==> src/rtl/pipe_hazard_ctrl.sv <==
// Stall/flush sequencer for the 5-stage no-forwarding pipeline: RAW hazard
// detection, EX redirect flushing and freeze while a data-memory access waits.
module pipe_hazard_ctrl #(
    parameter int REG_ADDR_W = 5,
    parameter int MAX_WAIT   = 16,
    parameter int CNT_W      = 32
) (
    input  logic                  clk_i,
    input  logic                  rst_n_i,
    input  logic [REG_ADDR_W-1:0] id_rs1_i,
    input  logic                  id_rs1_re_i,
    input  logic [REG_ADDR_W-1:0] id_rs2_i,
    input  logic                  id_rs2_re_i,
    input  logic [REG_ADDR_W-1:0] ex_wr_i,
    input  logic                  ex_we_i,
    input  logic [REG_ADDR_W-1:0] mem_wr_i,
    input  logic                  mem_we_i,
    input  logic [REG_ADDR_W-1:0] wb_wr_i,
    input  logic                  wb_we_i,
    input  logic                  ex_redirect_i,
    input  logic                  mem_req_i,
    input  logic                  mem_ack_i,
    output logic                  pc_stall_o,
    output logic                  if_id_stall_o,
    output logic                  if_id_flush_o,
    output logic                  id_ex_stall_o,
    output logic                  id_ex_flush_o,
    output logic                  ex_mem_stall_o,
    output logic                  mem_wb_flush_o,
    output logic                  mem_err_o,
    output logic [1:0]            state_o,
    output logic [CNT_W-1:0]      stall_cnt_o,
    output logic [CNT_W-1:0]      flush_cnt_o
);
    localparam int WCNT_W = $clog2(MAX_WAIT + 1);

    typedef enum logic [1:0] {RUN = 2'd0, HAZ = 2'd1, MWAIT = 2'd2} state_t;

    state_t             state, state_nxt;
    logic [WCNT_W-1:0]  wcnt, wcnt_nxt;
    logic               hz, mw, freeze, err;

    // WB destinations count: the register file has no write-through.
    function automatic logic src_hz(input logic [REG_ADDR_W-1:0] s, input logic re);
        return re && (s != '0) &&
               ((ex_we_i && ex_wr_i == s) || (mem_we_i && mem_wr_i == s) ||
                (wb_we_i && wb_wr_i == s));
    endfunction

    assign hz = src_hz(id_rs1_i, id_rs1_re_i) || src_hz(id_rs2_i, id_rs2_re_i);
    assign mw = mem_req_i && !mem_ack_i;

    always_comb begin
        state_nxt = state;
        wcnt_nxt  = wcnt;
        freeze    = 1'b0;
        err       = 1'b0;
        case (state)
            MWAIT: begin
                if (mem_ack_i) begin
                    state_nxt = RUN;
                    wcnt_nxt  = '0;
                end else if (wcnt == WCNT_W'(MAX_WAIT - 1)) begin
                    state_nxt = RUN;
                    wcnt_nxt  = '0;
                    freeze    = 1'b1;
                    err       = 1'b1;
                end else begin
                    wcnt_nxt  = wcnt + 1'b1;
                    freeze    = 1'b1;
                end
            end
            default: begin
                if (mw) begin
                    state_nxt = MWAIT;
                    wcnt_nxt  = WCNT_W'(1);
                    freeze    = 1'b1;
                end else if (ex_redirect_i) begin
                    state_nxt = RUN;
                end else if (hz) begin
                    state_nxt = HAZ;
                end else begin
                    state_nxt = RUN;
                end
            end
        endcase
    end

    // Outputs are forced low while reset is held, even mid-access.
    always_comb begin
        pc_stall_o     = 1'b0;
        if_id_stall_o  = 1'b0;
        if_id_flush_o  = 1'b0;
        id_ex_stall_o  = 1'b0;
        id_ex_flush_o  = 1'b0;
        ex_mem_stall_o = 1'b0;
        mem_wb_flush_o = 1'b0;
        mem_err_o      = 1'b0;
        if (rst_n_i) begin
            mem_err_o = err;
            if (freeze) begin
                pc_stall_o     = 1'b1;
                if_id_stall_o  = 1'b1;
                id_ex_stall_o  = 1'b1;
                ex_mem_stall_o = 1'b1;
                mem_wb_flush_o = 1'b1;
            end else if (ex_redirect_i) begin
                if_id_flush_o  = 1'b1;
                id_ex_flush_o  = 1'b1;
            end else if (hz) begin
                pc_stall_o     = 1'b1;
                if_id_stall_o  = 1'b1;
                id_ex_flush_o  = 1'b1;
            end
        end
    end

    always_ff @(posedge clk_i or negedge rst_n_i) begin
        if (!rst_n_i) begin
            state       <= RUN;
            wcnt        <= '0;
            stall_cnt_o <= '0;
            flush_cnt_o <= '0;
        end else begin
            state <= state_nxt;
            wcnt  <= wcnt_nxt;
            if (pc_stall_o && stall_cnt_o != '1)
                stall_cnt_o <= stall_cnt_o + 1'b1;
            if (if_id_flush_o && flush_cnt_o != '1)
                flush_cnt_o <= flush_cnt_o + 1'b1;
        end
    end

    assign state_o = state;

endmodule
==> config.mk <==
export PLATFORM = sky130hd
export DESIGN_NAME = pipe_hazard_ctrl
export DESIGN_NICKNAME = d
export VERILOG_FILES = /design/src/rtl/pipe_hazard_ctrl.sv
export SDC_FILE = /design/constraint.sdc
export NUM_CORES = 1
export LEC_CHECK = 0
export ABC_AREA = 0
export CAP_MARGIN = 40
export CORE_MARGIN = 2
export CORE_UTILIZATION = 48
export CTS_BUF_LIST = sky130_fd_sc_hd__clkbuf_8 sky130_fd_sc_hd__clkbuf_16
export DETAILED_ROUTE_END_ITERATION = 10
export PLACE_DENSITY_LB_ADDON = 0.25
export SLEW_MARGIN = 30
export SYNTH_ARGS = -nofsm -noshare
export SYNTH_HDL_FRONTEND = slang
export SYNTH_SLANG_ARGS = --single-unit
==> constraint.sdc <==
create_clock -name clk_i -period 2.5 [get_ports clk_i]
set_input_delay 0.375 -clock clk_i [delete_from_list [all_inputs] [get_ports clk_i]]
set_output_delay 0.375 -clock clk_i [all_outputs]
set_load 0.01 [all_outputs]
==> results of run 1 <==
sequential cells by signal, indices dropped and copies added, names as in the netlist:
register / cells
flush_cnt_o: 32
wcnt: 5
stall_cnt_o: 32
state_o: 2
path summary, 6_finish.rpt:
kind | to | slack [ns] | depth (start not counted) | from
setup / recovery | id_ex_flush_o | 0.01 | 9 | mem_wr_i[0]
hold / removal | flush_cnt_o[10] | 0.13 | 2 | rst_n_i
setup reg to reg | flush_cnt_o[17] | 0.23 | 8 | flush_cnt_o[24]
hold reg to reg | stall_cnt_o[6] | 0.49 | 1 | stall_cnt_o[6]
max in group asynchronous | stall_cnt_o[10] | 1.83 | 3 | rst_n_i
min in group clk_i | stall_cnt_o[6] | 0.49 | 1 | stall_cnt_o[6]
layout make-up:
class / count / area [µm²]
inverter: 8 / 30.03
fill: 583 / 2303
tap: 102 / 127.6
clock inverter: 6 / 101.3
multi-input combinational: 276 / 1976
sequential: 71 / 1777
clock buffer: 10 / 137.6
timing repair buffer: 137 / 1275
through the flow:
stage	instances	worst slack (ns)	TNS, ns
finish	610	0.01236	0
global route	610	-0.009258	-0.009258
CTS	609	0.008751	0
detailed placement	593	-0.5428	-9.135
global placement	592	-0.5040	-8.086
floorplan	365	0.3077	0
critical path, cell delays in order:
cell           delay, ns
dlygate4sd2_1       0.25
buf_4               0.13
xor2_1              0.14
nor4_1              0.33
nand3_1             0.12
a31o_1              0.25
o21a_1              0.13
a211oi_2            0.22
buf_2               0.16
placed cells by master, fill, tap and decap left out, drive strengths merged, types with 2 or more instances in the layout:
cell / count
nand2: 29
and4: 7
ha: 3
nand2b: 2
mux2: 2
clkdlybuf4s50: 82
dfrtp: 71
nor3: 16
o21ai: 8
inv: 11
buf: 33
xor2: 62
and2: 5
nor4: 16
nor4b: 6
clkbuf: 10
nor2b: 4
dlymetal6s2s: 3
nor2: 16
dlygate4sd2: 19
nand3: 24
bufinv: 3
or4: 2
and3: 13
nand4: 17
xnor2: 31
power by group:
group / internal, mW / total, mW / switching, mW
clock network: 0.680 / 1.10 / 0.417
registers: 1.25 / 1.39 / 0.138
logic: 0.357 / 0.660 / 0.303
total: 2.29 / 3.15 / 0.858
routing by layer:
layer,track usage,vias up
met3,0.04271,11
met4,0.06250,0
met1,0.2746,1594
li1,-,1557
met5,0,-
met2,0.3795,97
kinds of logic after synthesis:
kind of cell               after synthesis  synth area share
and+or+nand+nor                        160            0.2503
xor gates and xnor gates                93            0.2125
DFF                                     71            0.4634
AOI/OAI and AO/OA                       18           0.03231
buffers and inverters                   18           0.02578
adders and majority gates                3          0.009792
muxes                                    2          0.005874
what timing repair did:
action,CTS,global route
setup endpoints to repair,7,8
pin swaps,8,5
resized for setup,35,5
buffers inserted,0,1
==> flow_summary.json, run 1 <==
{
  "finalWeightedCongestion": 0.8776,
  "antenna_left": 0,
  "finalPower_mw": 3.149,
  "synth_ff_type": "dfrtp_1",
  "rows": 32,
  "cts.htree.levels": 3,
  "setup_viol": 0,
  "grt_max_degree": 46,
  "drc": 0,
  "dpl.hpwl_mm": 6.955,
  "hold_path.class": "in -> async",
  "synth_area_leaders": "dfrtp_1 46%, xor2_1 14%, xnor2_1 7.1%",
  "ys_seq_area_frac": 0.4634,
  "coreArea_um2": 7727,
  "antenna_found_initial": 0,
  "clockBufferDepth": 2,
  "critPathCaptureType": "output pin",
  "yosys.cell_types.count": 41,
  "drt-initial-drc-count": 91,
  "clk_pin_slew_ns": 0.07,
  "critPathLaunchType": "input pin",
  "worstPathArrival_ns": 2.11,
  "wl_met2_mm": 4.666,
  "synth_nets": 403,
  "fin_crit_ns": 2.488,
  "met3_length_um": 436,
  "io_buffers": 108,
  "cts_inserted_buffers": 9,
  "peakVddDrop_v": 0.0004036,
  "dr.max_layer_used": "met4",
  "synth_edf_count": 0,
  "async_reset_ff_frac": 1.000,
  "clkSinkCount": 71,
  "syn_inst": 365,
  "via_count": 3259,
  "dieArea_um2": 8718,
  "met1Wirelength_mm": 3.872,
  "synth_most_common_cell": "dfrtp_1",
  "post-route-period-util": 0.9951,
  "die_x_um": 93.37,
  "synth.ff_latch_count": 71,
  "grt-ovfl-total": 0,
  "drive_gt1_frac": 0.1319,
  "diodes": 0,
  "die_h_um": 93.37,
  "drt-pass1-iter-count": 4,
  "status": "complete, no violations",
  "syn_avg_cell_area_um2": 10.50,
  "dpl-instance-area_um2": 5191,
  "path_max_fanout": 2,
  "wire_per_inst_um": 14.90,
  "crit_type": "in -> out",
  "initial_utilization": 0.4961,
  "fin_util": 0.7019,
  "worstSkewPairLatency_ns": 0.34,
  "drv_slew": 0,
  "hold_violations": 0,
  "wirelength_mm": 9.091,
  "rsz0062_at_grt": "yes",
  "fmax_mhz": 402.0,
  "powerDensity_nw_per_um2": 580.6,
  "fin_nets": 541,
  "clock_skew_ns": 0.01270,
  "pin_count": 109,
  "avgViaCountPerCell": 5.343,
  "area_growth_syn_to_layout_pct": 41.48,
  "relSlewSlack": 0.6794,
  "grt_pass1_wl_mm": 15.10,
  "ys_warn_count": 0,
  "clockRootBuffer": "clkbuf_8",
  "track_usage": 0.2177,
  "required_ns": 2.12,
  "postCtsHoldBufs": 0,
  "synth_area_leader_cell": "dfrtp_1",
  "tightestPinTransition_ns": 0.4799,
  "drv_cap": 0,
  "synth_top_cell_area_share": 0.4634,
  "hold_ws_ns": 0.1296,
  "syn_area_um2": 3834,
  "cts_tree": "done",
  "synth_common_cells": "71 x dfrtp_1, 62 x xor2_1, 31 x xnor2_1",
  "final_cell_area_um2": 5424,
  "leakage_nw": 2.496,
  "grt_pass1_vias": 3249
}
Note: power is estimated with default switching activity, not from simulation.
==> run 2: changes to the inputs <==
Settings changed: CORE_UTILIZATION 48 to 43.
Clock period 2.5 ns to 2.2 ns, I/O delays scaled along.
==> flow_summary.json, run 2 (synthesized netlist as in run 1, its figures left out) <==
{
  "grt_pass1_wl_mm": 16.29,
  "fin_crit_ns": 2.149,
  "grt_pass1_vias": 3416,
  "hold_path.class": "in -> async",
  "tightestPinTransition_ns": 0.4177,
  "drv_cap": 0,
  "antenna_left": 0,
  "required_ns": 1.87,
  "met3_usage": 0.05390,
  "drt-pass1-iter-count": 4,
  "final_cell_area_um2": 5763,
  "wirelength_mm": 9.931,
  "rrSetupSlack_ns": 0.09,
  "via_count": 3370,
  "die_h_um": 98.42,
  "critPathCaptureType": "output pin",
  "leakage_nw": 2.682,
  "clockRootBuffer": "clkbuf_8",
  "rows": 34,
  "crit_type": "in -> out",
  "cts_inserted_buffers": 9,
  "fmax_mhz": 465.4,
  "die_x_um": 98.42,
  "antenna_found_initial": 0,
  "final_cell_mix": "74 x clkdlybuf4s50_1, 71 x dfrtp_1, 68 x buf_4",
  "clockBufferDepth": 2,
  "slowest_stage": "nor4_2",
  "track_usage": 0.2096,
  "gr-usage-met2": 0.3490,
  "hold_ws_ns": 0.3555,
  "pin_count": 109,
  "top_usage_layer": "met2",
  "critPathMaxStageDelay_ns": 0.25,
  "avgViaCountPerCell": 5.114,
  "dpl.hpwl_mm": 7.520,
  "fin_nets": 584,
  "worstSkewPairLatency_ns": 0.34,
  "powerDensity_nw_per_um2": 577.4,
  "finalWeightedCongestion": 0.8465,
  "dpl-instance-area_um2": 5464,
  "fin_cells": 659,
  "clk_pin_slew_ns": 0.07,
  "grt-ovfl-total": 0,
  "mostFrequentLayoutCell": "clkdlybuf4s50_1",
  "hold_violations": 0,
  "initial_utilization": 0.4418,
  "drt-initial-drc-count": 88,
  "place_ws_ns": -0.7486,
  "critPathLaunchType": "input pin",
  "dieArea_um2": 9687,
  "clkSinkCount": 71,
  "io_buffers": 108,
  "grt_max_degree": 38,
  "clock_skew_ns": 0.006807,
  "fin_util": 0.6641,
  "area_growth_syn_to_layout_pct": 50.33,
  "peakVddDrop_v": 0.0005239,
  "r2r-end": "flush_cnt_o[15]",
  "diodes": 0,
  "coreArea_um2": 8678,
  "setup_viol": 0,
  "path_max_fanout": 2,
  "largest_registers": "flush_cnt_o (32), stall_cnt_o (32), wcnt (5)",
  "relSlewSlack": 0.7216,
  "post-place-cells": 634,
  "worstPathArrival_ns": 1.82,
  "wire_per_inst_um": 15.07,
  "drv_slew": 0,
  "drive_gt1_frac": 0.2686,
  "post-route-period-util": 0.9766,
  "setup_ws_ns": 0.05139,
  "cts_tree": "done",
  "status": "complete, no violations",
  "rr_startpoint": "flush_cnt_o[12]",
  "setup_tns_ns": 0,
  "reg2reg_depth": 9,
  "grt.met1_usage": 0.2661,
  "finalPower_mw": 3.328,
  "cts.htree.levels": 3,
  "crit_path_cell_trace": "clkdlybuf4s15_1 -> xor2_1 -> nor4_2 -> nand3_1 -> a31o_1 -> o21a_1 -> a211oi_1 -> buf_2",
  "drc": 0
}
-- run 2: worst max-delay path by stage --
stage | from | slack (ns) | endpoint | cells after the start
6_report | mem_wr_i[4] | 0.05 | id_ex_flush_o | 8
5_1_grt | flush_cnt_o[11] | -0.04 | flush_cnt_o[15] | 9
4_1_cts | id_rs2_i[3] | -0.003 | id_ex_flush_o | 8
3_5_place_dp | id_rs1_i[3] | -0.75 | id_ex_flush_o | 8
3_3_place_gp | id_rs1_i[3] | -0.69 | id_ex_flush_o | 8
2_1_floorplan | stall_cnt_o[0] | 0.008 | stall_cnt_o[3] | 9
-- run 2: critical path: cells and delay by family --
kind | cells | cell delay (ns)
AOI/OAI and AO/OA | 3 | 0.57
xor gates and xnor gates | 1 | 0.16
buffers and inverters | 2 | 0.38
and+or+nand+nor | 2 | 0.36
-- run 2: power breakdown --
group	internal, mW	total, mW	switching, mW
logic	0.507	0.950	0.443
registers	1.42	1.52	0.0944
clock network	0.391	0.859	0.468
total	2.32	3.33	1.01
-- run 2: timing repair --
item                       4_1_cts  5_1_grt
setup endpoints to repair       37       39
buffers inserted                 2        6
pin swaps                       17       23
gates resized for setup         72       62
hold buffers                     1        0
hold endpoints to repair         3        0
-- run 2: routing by layer --
metal / vias up / wire (µm)
li1: 1642 / -
met1: 1637 / 4322
met2: 76 / 4940
met3: 15 / 480
met4: 0 / 188
met5: - / 0
-- run 2: layout make-up --
| cell class | instances | area [µm²] |
|---|---|---|
| clock buffers | 9 | 123.9 |
| clock inverters | 7 | 33.78 |
| fillers | 717 | 2915 |
| inverters | 8 | 30.03 |
| multi-input cells | 276 | 2136 |
| flip-flops and latches | 71 | 1777 |
| well taps | 108 | 135.1 |
| repair buffers | 180 | 1528 |
==> run 3: changes to the inputs <==
Settings changed: CTS_CLUSTER_SIZE from default to 25.
==> results of run 3 <==
Final layout, timing and power as in run 2 (identical DEF).
